[config.mk]
export PLATFORM = sky130hd
export DESIGN_NAME = fetch_stage
export DESIGN_NICKNAME = d
export VERILOG_FILES = /design/src/rtl/fetch_stage_pkg.sv /design/src/rtl/fetch_buffer.sv /design/src/rtl/fetch_stage.sv
export SDC_FILE = /design/constraint.sdc
export NUM_CORES = 1
export LEC_CHECK = 0
export ABC_CLOCK_PERIOD_IN_PS = 8100
export BUFFER_PORTS_ARGS = -buffer_cell sky130_fd_sc_hd__buf_2
export CAP_MARGIN = 20
export CORE_MARGIN = 5
export CORE_UTILIZATION = 40
export CTS_CLUSTER_DIAMETER = 150
export CTS_CLUSTER_SIZE = 28
export DETAILED_ROUTE_END_ITERATION = 6
export GPL_TIMING_DRIVEN = 0
export RECOVER_POWER = 100
export SYNTH_ARGS = -nofsm -noshare
export SYNTH_HDL_FRONTEND = slang
export SYNTH_SLANG_ARGS = --single-unit
[constraint.sdc]
create_clock -name clk -period 8.1 [get_ports clk]
set_input_delay 0.405 -clock clk [delete_from_list [all_inputs] [get_ports clk]]
set_output_delay 0.405 -clock clk [all_outputs]
set_load 0.005 [all_outputs]
[src/rtl/fetch_stage_pkg.sv]
// Shared widths, defaults and the buffered fetch entry type
// used by the fetch stage and its instruction buffer.
package fetch_stage_pkg;

    localparam int XLEN = 32;
    localparam int INSTR_LEN = 32;
    localparam logic [XLEN-1:0] RESET_PC_DEFAULT = 32'h0000_0000;
    localparam int FETCH_BUF_DEPTH = 2;

    typedef struct packed {
        logic [INSTR_LEN-1:0] instr;
        logic [XLEN-1:0]      pc;
    } fetch_entry_t;

endpackage

[src/rtl/fetch_buffer.sv]
// Two-entry instruction FIFO between imem response and decode.
// Flush clears pointers and count; stored words are left as-is.
module fetch_buffer
    import fetch_stage_pkg::*;
(
    input  logic         clk,
    input  logic         rst_n,
    input  logic         push,
    input  logic         pop,
    input  logic         flush,
    input  fetch_entry_t wdata,
    output fetch_entry_t head,
    output logic [1:0]   count
);

    fetch_entry_t mem [FETCH_BUF_DEPTH];
    logic         head_ptr;
    logic         tail_ptr;

    // Pointer and occupancy update; flush beats push and pop
    always_ff @(posedge clk) begin
        if (!rst_n || flush) begin
            head_ptr <= 1'b0;
            tail_ptr <= 1'b0;
            count    <= 2'd0;
        end else begin
            if (push) begin
                tail_ptr <= ~tail_ptr;
            end
            if (pop) begin
                head_ptr <= ~head_ptr;
            end
            case ({push, pop})
                2'b10:   count <= count + 2'd1;
                2'b01:   count <= count - 2'd1;
                default: count <= count;
            endcase
        end
    end

    // Storage write at the tail slot
    always_ff @(posedge clk) begin
        if (rst_n && push && !flush) begin
            mem[tail_ptr] <= wdata;
        end
    end

    assign head = mem[head_ptr];

endmodule

[src/rtl/fetch_stage.sv]
// Instruction fetch: PC, request issue, redirect flush, and
// valid/ready delivery of {instr, pc} to decode.
module fetch_stage
    import fetch_stage_pkg::*;
#(
    parameter logic [XLEN-1:0] RESET_PC  = RESET_PC_DEFAULT,
    parameter int              BUF_DEPTH = FETCH_BUF_DEPTH
) (
    input  logic                 clk,
    input  logic                 rst_n,
    output logic                 imem_req,
    output logic [XLEN-1:0]      imem_addr,
    input  logic [INSTR_LEN-1:0] imem_rdata,
    input  logic                 redirect_valid,
    input  logic [XLEN-1:0]      redirect_pc,
    output logic                 instr_valid,
    input  logic                 instr_ready,
    output logic [INSTR_LEN-1:0] instr,
    output logic [XLEN-1:0]      instr_pc
);

    logic [XLEN-1:0] pc;
    logic            in_flight;
    logic [XLEN-1:0] in_flight_pc;
    logic            drop;
    logic            pop;
    logic            push;
    logic [1:0]      count;
    logic [2:0]      occ;
    logic [XLEN-1:0] target;
    fetch_entry_t    head;
    fetch_entry_t    wdata;

    // Reserved for a multi-cycle memory; a redirect never
    // leaves a request outstanding here.
    assign drop = 1'b0;

    assign target = redirect_pc & ~XLEN'(3);

    assign instr_valid = rst_n && (count != 2'd0);
    assign pop = instr_valid && instr_ready;

    // Slots that would be taken after this cycle's pop
    assign occ = {1'b0, count} + {2'b00, in_flight}
               - {2'b00, pop};

    assign imem_req = rst_n && !redirect_valid
                    && (occ < 3'(BUF_DEPTH));
    assign imem_addr = pc;

    assign push = in_flight && !drop && !redirect_valid;
    assign wdata = '{instr: imem_rdata, pc: in_flight_pc};

    assign instr = head.instr;
    assign instr_pc = head.pc;

    // PC and outstanding-request tracking
    always_ff @(posedge clk) begin
        if (!rst_n) begin
            pc           <= RESET_PC;
            in_flight    <= 1'b0;
            in_flight_pc <= '0;
        end else if (redirect_valid) begin
            pc        <= target;
            in_flight <= 1'b0;
        end else begin
            in_flight <= imem_req;
            if (imem_req) begin
                in_flight_pc <= pc;
                pc           <= pc + XLEN'(4);
            end
        end
    end

    fetch_buffer u_buf (
        .clk   (clk),
        .rst_n (rst_n),
        .push  (push),
        .pop   (pop),
        .flush (redirect_valid),
        .wdata (wdata),
        .head  (head),
        .count (count)
    );

endmodule

==> flow_summary.toml <==
[synthesis]
ys_ff_latch = 190
synth_top_area_cell = "edfxtp_1"
ys_top_cells_by_count = "124 x edfxtp_1, 86 x nand2_1, 66 x dfxtp_1"
syn_area_sq_um = 7700
synth_top_area_share_pct = 48.4
synth_area_leaders = "edfxtp_1 48%, dfxtp_1 17%, mux2_2 9.1%"
yosysSeqAreaShare_pct = 65.5
syn_area_per_cell_sq_um = 13.1
yosysMostFrequentCell = "edfxtp_1"
ys_types = 49
yosysWarnings = 0
synthCells = 587
dominantRegCellSynth = "edfxtp_1"
synthArstFlopShare_pct = 0
synth_edf_count = 124

[placement]
hpwl_microns = 13600
gp_congestion = 0.865
portBuffers = 159
detailedPlace.worstSlack_ns = 4.46

[floorplanning]
initial_core_util_pct = 40.9
pin_count = 166
dieWidth_microns = 149
row_count = 50
die_h_microns = 149
die_area_sq_um = 22100
core_sq_um = 18800

[clocking]
cts_setup_buffers = 0
clock_latency_ns = 0.42
cts_made_buffers = 17
cts_tree = "yes"
cts_root_buffer = "clkbuf_16"
cts_max_path_buffers = 2
clk_pin_slew_ns = 0.07
cts.repair.resized = 0
h-tree-depth = 4
ctsHoldBuffers = 0
clkSinkCount = 190

[sta]
setup_tns_ns = 0
max_freq_ghz = 0.263
skew_ns = 0.0138
setup_viol = 0
hold_ws_ns = 0.169
setup_ws_ns = 4.30
hold_violations = 0
worst_pin_slew_ns = 3.00
rsz0062_at_grt = "false"
slew_viol_final = 119
period_share_pct = 46.9
relSlewSlack_pct = -100
final.min_clock_period_ns = 3.80

[final_layout]
antenna_cells = 0
drive_above_1_share_pct = 23.5
finalNetCount = 842
postLayoutCoreUtil_pct = 49.3
area_growth_pct = 20.6
fill_cells = 1723

[detailed_routing]
drc = 0
vias = 5231
drtIter0Drc = 345
routed_wirelength_microns = 18900
vias_per_cell = 5.02
drtPass1Iterations = 5
wl_per_cell_microns = 18.1
ant_nets = 0

[global_route]
grt_pass1_wl_microns = 29400
grt_antenna_before_repair = 0
grt-ovfl-total = 0
grt_start_max_net_pins = 63
grtUsageTotal_pct = 17.1
grt_pass1_vias = 5419

[pwr]
finalPower_mw = 1.96
leakage_nw = 3.32
power.density_nw_per_um2 = 211
ir_drop_v = 0.000143

[worst_setup_path]
crit_path_frequent_cell = "clkbuf_1"
arrival_ns = 3.40
cp_cell_sequence = "o21a_1 -> and2_0 -> ha_1 -> nand2b_1 -> fa_1 -> xnor2_1 -> nand3_1 -> inv_1 -> clkbuf_1 -> clkbuf_1"
crit_type = "flop to primary output"
path_delay_family = "buffers and inverters"
cp.required_ns = 7.70
cp-start-kind = "flop"
cp_max_fo = 10
crit_buf_inv = 3
end_kind = "primary output"
cpPeakStageDelay_ns = 0.47
slowest_stage = "dfxtp_1"

[run]
drv_cap = 3

[run_status]
violations = "capacitance limit, slew limit"
outcome = "complete, but fails checks"

[worst_hold_path]
min_path_type = "primary input to flop"
==> through the flow <==
stage | instances | instance area, sq um
2_1_floorplan | 590 | 7710
6_report | 1042 | 9290
4_1_cts | 1042 | 9440
5_1_grt | 1042 | 9290
3_3_place_gp | 1009 | 8830
3_5_place_dp | 1011 | 8890
==> sequential cells by signal, summed over array words and instances, names as in the netlist, named ones only <==
signal	flops
imem_addr	30
in_flight	1
in_flight_pc	30
u_buf.count	2
u_buf.head_ptr	1
u_buf.mem	124
u_buf.tail_ptr	1
==> layout make-up <==
type                            count  area (sq um)  area share (%)
Buffer                             36           153            1.64
Tap cell                          260           325            3.50
Clock buffer                       22           494            5.32
Clock inverter                      9          58.8           0.633
Multi-Input combinational cell    355          2470            26.6
Inverter                            9          33.8           0.364
Sequential cell                   190          5040            54.3
Timing Repair Buffer              161           703            7.57
==> placed cells by master (no fill, tap or decap), types with 3 or more instances in the layout <==
| master | netlist | layout |
|---|---|---|
| clkbuf_1 | 24 | 112 |
| nor2b_1 | 3 | 3 |
| nor4_1 | 3 | 3 |
| clkinvlp_4 | 0 | 3 |
| conb_1 | 1 | 4 |
| nand3_1 | 17 | 17 |
| xnor2_1 | 14 | 14 |
| mux2_2 | 62 | 61 |
| a21boi_0 | 32 | 32 |
| nor2_1 | 12 | 12 |
| clkinv_2 | 0 | 3 |
| a31oi_1 | 3 | 3 |
| o211a_1 | 5 | 5 |
| clkbuf_8 | 0 | 5 |
| dfxtp_1 | 66 | 66 |
| o21ai_0 | 20 | 21 |
| edfxtp_1 | 124 | 124 |
| nand2b_1 | 4 | 4 |
| nor3b_1 | 4 | 4 |
| buf_2 | 7 | 80 |
| ha_1 | 3 | 3 |
| a21oi_1 | 13 | 13 |
| clkbuf_16 | 0 | 17 |
| buf_4 | 4 | 4 |
| xor2_1 | 13 | 13 |
| nor3_1 | 5 | 5 |
| inv_1 | 8 | 9 |
| a22o_1 | 6 | 6 |
| nand2_1 | 86 | 86 |
| nand4_1 | 14 | 14 |
| and3_1 | 5 | 5 |
==> report_power, final <==
group | internal, mW | switching (mW)
clock network | 0.431 | 0.341
logic | 0.0461 | 0.0660
registers | 1.05 | 0.0242
==> path summary, 6_finish.rpt <==
check                   start                to  slack [ns]  depth (start not counted)
max            u_buf.count[1]          imem_req        4.30                         10
max reg2reg    u_buf.count[1]  in_flight_pc[26]        4.68                         11
min reg2reg  in_flight_pc[13]  u_buf.mem[1][13]        0.45                          0
min            imem_rdata[21]  u_buf.mem[1][53]        0.17                          1
==> logic make-up after synthesis <==
| family | Yosys count | synth area share [%] |
|---|---|---|
| fa+ha+maj | 4 | 0.747 |
| flops | 190 | 65.5 |
| other cells | 1 | 0.0487 |
| mux | 63 | 9.20 |
| xor+xnor | 27 | 3.07 |
| simple gates | 167 | 10.9 |
| compound gates | 90 | 7.98 |
| buf+inv | 45 | 2.52 |
==> routing by layer <==
layer	track usage (%)	wire length [microns]	vias to the layer above
met1	22.0	8150	2509
met4	5.63	291	0
li1	-	-	2496
met3	5.23	1580	20
met5	0	0	-
met2	27.8	8840	206
(Power assumes the default switching activity.)
